--- src/rtl/lbp_img_host.sv ---
// Memory-side responder for the LBP engine: loads an image from a host stream, serves
// zero-latency pixel reads, captures result writes and streams the result buffer out.
module lbp_img_host #(
    parameter int ADDR_W = 6,
    parameter int DATA_W = 8
) (
    input  logic                clk,
    input  logic                reset,
    input  logic                load_valid,
    input  logic [DATA_W-1:0]   load_data,
    output logic                load_ready,
    output logic                gray_ready,
    input  logic                gray_req,
    input  logic [ADDR_W-1:0]   gray_addr,
    output logic [DATA_W-1:0]   gray_data,
    input  logic                lbp_write,
    input  logic [ADDR_W-1:0]   lbp_addr,
    input  logic [DATA_W-1:0]   lbp_data,
    input  logic                finish,
    output logic                out_valid,
    output logic [DATA_W-1:0]   out_data,
    output logic                out_last,
    input  logic                out_ready,
    output logic [ADDR_W:0]     wr_count,
    output logic                done
);

    localparam int DEPTH = 1 << ADDR_W;
    localparam logic [ADDR_W-1:0] LAST_ADDR = {ADDR_W{1'b1}};

    // Handshakes: a byte/beat transfers on a rising edge where valid and ready are both high;
    // valid without ready is simply ignored, and ready never depends on valid.
    typedef enum logic [1:0] {
        ST_LOAD  = 2'd0,
        ST_SERVE = 2'd1,
        ST_DUMP  = 2'd2,
        ST_DONE  = 2'd3
    } state_t;

    state_t state, state_nxt;

    logic [DATA_W-1:0] img [DEPTH];
    logic [DATA_W-1:0] res [DEPTH];
    logic [ADDR_W-1:0] ld_ptr;
    logic [ADDR_W-1:0] dp_ptr;

    logic load_hs, dump_hs, res_we;

    assign load_hs = (state == ST_LOAD) && load_valid;
    assign dump_hs = (state == ST_DUMP) && out_ready;
    assign res_we  = (state == ST_SERVE) && lbp_write;

    always_ff @(posedge clk or posedge reset) begin
        if (reset) state <= ST_LOAD;
        else       state <= state_nxt;
    end

    always_comb begin
        state_nxt = state;
        case (state)
            ST_LOAD:  if (load_hs && ld_ptr == LAST_ADDR) state_nxt = ST_SERVE;
            ST_SERVE: if (finish) state_nxt = ST_DUMP;
            ST_DUMP:  if (dump_hs && dp_ptr == LAST_ADDR) state_nxt = ST_DONE;
            ST_DONE:  state_nxt = ST_DONE;
            default:  state_nxt = ST_LOAD;
        endcase
    end

    always_comb begin
        load_ready = (state == ST_LOAD) && !reset;
        gray_ready = (state == ST_SERVE);
        gray_data  = '0;
        if (state == ST_SERVE && gray_req) gray_data = img[gray_addr];
        out_valid  = (state == ST_DUMP);
        out_data   = '0;
        out_last   = 1'b0;
        if (state == ST_DUMP) begin
            out_data = res[dp_ptr];
            out_last = (dp_ptr == LAST_ADDR);
        end
        done = (state == ST_DONE);
    end

    // Pointers wrap naturally on their final handshake, which is also the phase transition.
    always_ff @(posedge clk or posedge reset) begin
        if (reset) begin
            ld_ptr   <= '0;
            dp_ptr   <= '0;
            wr_count <= '0;
        end else begin
            if (load_hs) ld_ptr <= ld_ptr + 1'b1;
            if (dump_hs) dp_ptr <= dp_ptr + 1'b1;
            if (res_we && wr_count != {(ADDR_W+1){1'b1}}) wr_count <= wr_count + 1'b1;
        end
    end

    always_ff @(posedge clk or posedge reset) begin
        if (reset) begin
            for (int i = 0; i < DEPTH; i++) img[i] <= '0;
        end else if (load_hs) begin
            img[ld_ptr] <= load_data;
        end
    end

    always_ff @(posedge clk or posedge reset) begin
        if (reset) begin
            for (int i = 0; i < DEPTH; i++) res[i] <= '0;
        end else if (res_we) begin
            res[lbp_addr] <= lbp_data;
        end
    end

endmodule

--- config.mk ---
export PLATFORM = sky130hd
export DESIGN_NAME = lbp_img_host
export DESIGN_NICKNAME = d
export VERILOG_FILES = /design/src/rtl/lbp_img_host.sv
export SDC_FILE = /design/constraint.sdc
export NUM_CORES = 2
export LEC_CHECK = 0
export BUFFER_PORTS_ARGS = -buffer_cell sky130_fd_sc_hd__buf_2
export CORE_MARGIN = 2
export CORE_UTILIZATION = 68
export DETAILED_ROUTE_END_ITERATION = 10
export PLACE_DENSITY = 0.85
export SLEW_MARGIN = 20
export SYNTH_ARGS = -nofsm -noshare
export SYNTH_HDL_FRONTEND = slang
export SYNTH_SLANG_ARGS = --single-unit
export TNS_END_PERCENT = 30
--- constraint.sdc ---
create_clock -name clk -period 102.5 [get_ports clk]
set_input_delay 15.375 -clock clk [delete_from_list [all_inputs] [get_ports clk]]
set_output_delay 15.375 -clock clk [all_outputs]
set_load 0.05 [all_outputs]
==> qor.yml <==
cts_hold_buf: 0
ys_types: 59
synth_top_family_by_area: "multiplexers"
synth_edf_count: 0
cts_resized: 0
gp_congestion: 0.892
seqCellArea_mm2: 0.0262
drc_errors: 0
cts_root_buffer: "clkbuf_16"
max_freq_mhz: 29.0
drv_slew: 0
synthAdderAreaFrac_pct: 0.0780
synth_mux_area_share_pct: 38.1
numPortBuffers: 62
path_max_fanout: 65
grt_overflow_total: 0
tightest_slew_ps: 1160
synth-main-ff-cell: "dfrtp_1"
synth.avg_cell_area_um2: 15.6
syn_inst: 3092
num-fill-cells: 4065
synth_largest_area_cell: "dfrtp_1"
clock_path_buffers: 3
hold_viol: 0
relSlewSlack_pct: 22.8
die_y_um: 270
core_mm2: 0.0700
hold_path.class: "register to register"
htreeDepth: 3
grt_util_all_layers_pct: 32.0
cts_made_buffers: 104
final_nets: 3102
regToRegSetupSlack_ps: 99090
dpl_worst_slack_ps: 68000
synth_area_leaders: "dfrtp_1 54%, mux2_2 24%, mux4_2 13%"
cts_setup_buffers: 0
p_per_area_mw_per_mm2: 17.7
initial_core_util_pct: 68.7
leakagePower_nw: 25.5
grt_max_degree: 205
clkLatencyLatePin_ps: 670
path_clk_slew_ps: 60
antenna_found_initial: 1
drv_cap: 0
synth-xor-area-share_pct: 0.255
worstReg2RegStart: "state[1]"
row_count: 97
synth.top_cells.by_count: "1,045 x dfrtp_1, 1,028 x mux2_2, 270 x mux4_2"
design_area_mm2: 0.0523
yosys.area_share.simple_pct: 3.52
finalCriticalPeriod_ps: 34480
drt-initial-drc-count: 2480
tns_ps: 0
drtAntennaViolNets: 0
synth_area_mm2: 0.0481
cp-end-kind: "output port"
period_share_pct: 33.6
finClkSkew_ps: 23.5
place_area_mm2: 0.0489
outcome: "finished clean"
grt_pass1_wl_mm: 179
holdPathEnd: "img[48]"
ys_ff_latch: 1045
ys_async_sr_fraction_pct: 100
yosysTopAreaCellShare_pct: 54.4
critical_path_arrival_ps: 19110
syn_nets: 3130
first_global_vias: 29700
synth_warnings: 0
crit_top_cell: "mux4_2"
synth_compound_area_share_pct: 1.47
cpPeakStageDelay_ps: 880
drt_wl_total_mm: 114
ios: 63
yosysMostFrequentCell: "dfrtp_1"
crit_path_start_kind: "input port"
dr_total_vias: 27600
cts_tree: "done"
synthToLayoutAreaGrowth_pct: 8.79
drive_gt1_share_pct: 52.2
r2r_cells: 6
die_area_mm2: 0.0729
criticalPathCategory: "input port to output port"
setup_violations: 0
wl_per_cell_um: 27.8
hold_start: "img[48]"
holdPathStages: 1
multi_input_area_mm2: 0.0209
grt_setup_unrepaired: "false"
irDropWorstVdd_uv: 51.8
cts_sinks: 1045
vias_per_cell: 6.76
path_cells: "buf_6 > buf_4 > mux4_2 > mux4_2 > nor2_1 > a2111oi_0 > a31o_2 > buf_2"
cp_slowest_cell: "buf_4"
die_x_um: 270
required_ps: 87120
dr.pass1.iters: 5
hpwl_mm: 70.9
r2r_end: "res[329]"
synth_seq_area_share_pct: 54.4
setup_ws_ps: 68020
==> routing by layer <==
layer	up-vias	part of all wire (%)	track usage [%]	routed length (um)
met5	-	0	0	0
met1	14900	39	42.9	44900
met4	0	5.0	15.3	5660
met3	302	5.9	5.23	6720
met2	1022	50	52.0	56400
li1	11400	-	-	-
==> cell families after synthesis <==
kind of cell | after synthesis
and+or+nand+nor | 312
DFF | 1045
xor gates and xnor gates | 14
buffers and inverters | 240
AOI/OAI and AO/OA | 113
muxes | 1365
adders and majority gates | 3
==> how the worst max path moves through the flow <==
stage / slack (ps) / startpoint / endpoint / depth (start not counted)
6_report: 68020 / gray_addr[1] / gray_data[3] / 8
5_1_grt: 67810 / gray_addr[0] / gray_data[0] / 8
4_1_cts: 68000 / gray_addr[0] / gray_data[0] / 8
3_5_place_dp: 68000 / gray_addr[0] / gray_data[0] / 8
3_3_place_gp: 68110 / gray_addr[0] / gray_data[0] / 8
2_1_floorplan: 57710 / reset / dp_ptr[0] / 1
==> registers in the layout, indices dropped and copies added, names as in the netlist <==
register and flops:
dp_ptr 6, res 512, ld_ptr 6, state 2
wr_count 7, img 512
==> cell type report <==
class	count	share of cell area [%]
antenna	1	0.00478
clock buffer	148	5.66
clock inverter	38	0.660
inverter	5	0.0502
multi-input combinational	1807	40.0
sequential	1045	50.0
tap	940	2.25
timing repair buffer	101	1.42
==> critical path: cells and delay by family <==
kind	cells	cell delay, ps
compound gates	2	1130
mux	2	660
buf+inv	3	1690
simple gates	1	50
==> power by group <==
part           internal [mW]  total (mW)  switching (mW)
registers              0.415       0.425         0.00995
clock network          0.213       0.372           0.159
logic                 0.0430       0.132          0.0887
total                  0.671       0.928           0.258
==> layout by cell type, fill, tap and decap left out, types with 7 or more instances in the layout <==
| cell type | count |
|---|---|
| nor2b_1 | 22 |
| nand3b_1 | 10 |
| clkinv_2 | 26 |
| nand2b_1 | 12 |
| o22ai_1 | 7 |
| mux4_2 | 270 |
| mux2_2 | 1028 |
| nand2_1 | 91 |
| nand2_2 | 16 |
| dfrtp_1 | 1041 |
| xnor2_1 | 9 |
| o21ai_0 | 22 |
| clkbuf_1 | 27 |
| nor2_2 | 40 |
| o211ai_1 | 8 |
| buf_2 | 52 |
| nand3_1 | 11 |
| a211oi_1 | 8 |
| nor2_1 | 49 |
| mux2i_1 | 66 |
| a21oi_1 | 38 |
| nor3b_1 | 8 |
| buf_4 | 39 |
| clkbuf_16 | 106 |
| clkbuf_8 | 15 |
==> stage by stage <==
stage | util (%) | total power [mW] | hold WS (ps) | instances
floorplan | - | 0.527 | 459 | 3092
global placement | 69.8 | 0.561 | 477 | 3894
global route | 74.7 | 0.959 | 508 | 4085
finish | 74.7 | 0.928 | 495 | 4085
detailed placement | 69.8 | 0.563 | 481 | 3895
CTS | 74.5 | 0.931 | 495 | 4081
No activity file was read; power rests on OpenSTA's default activity.
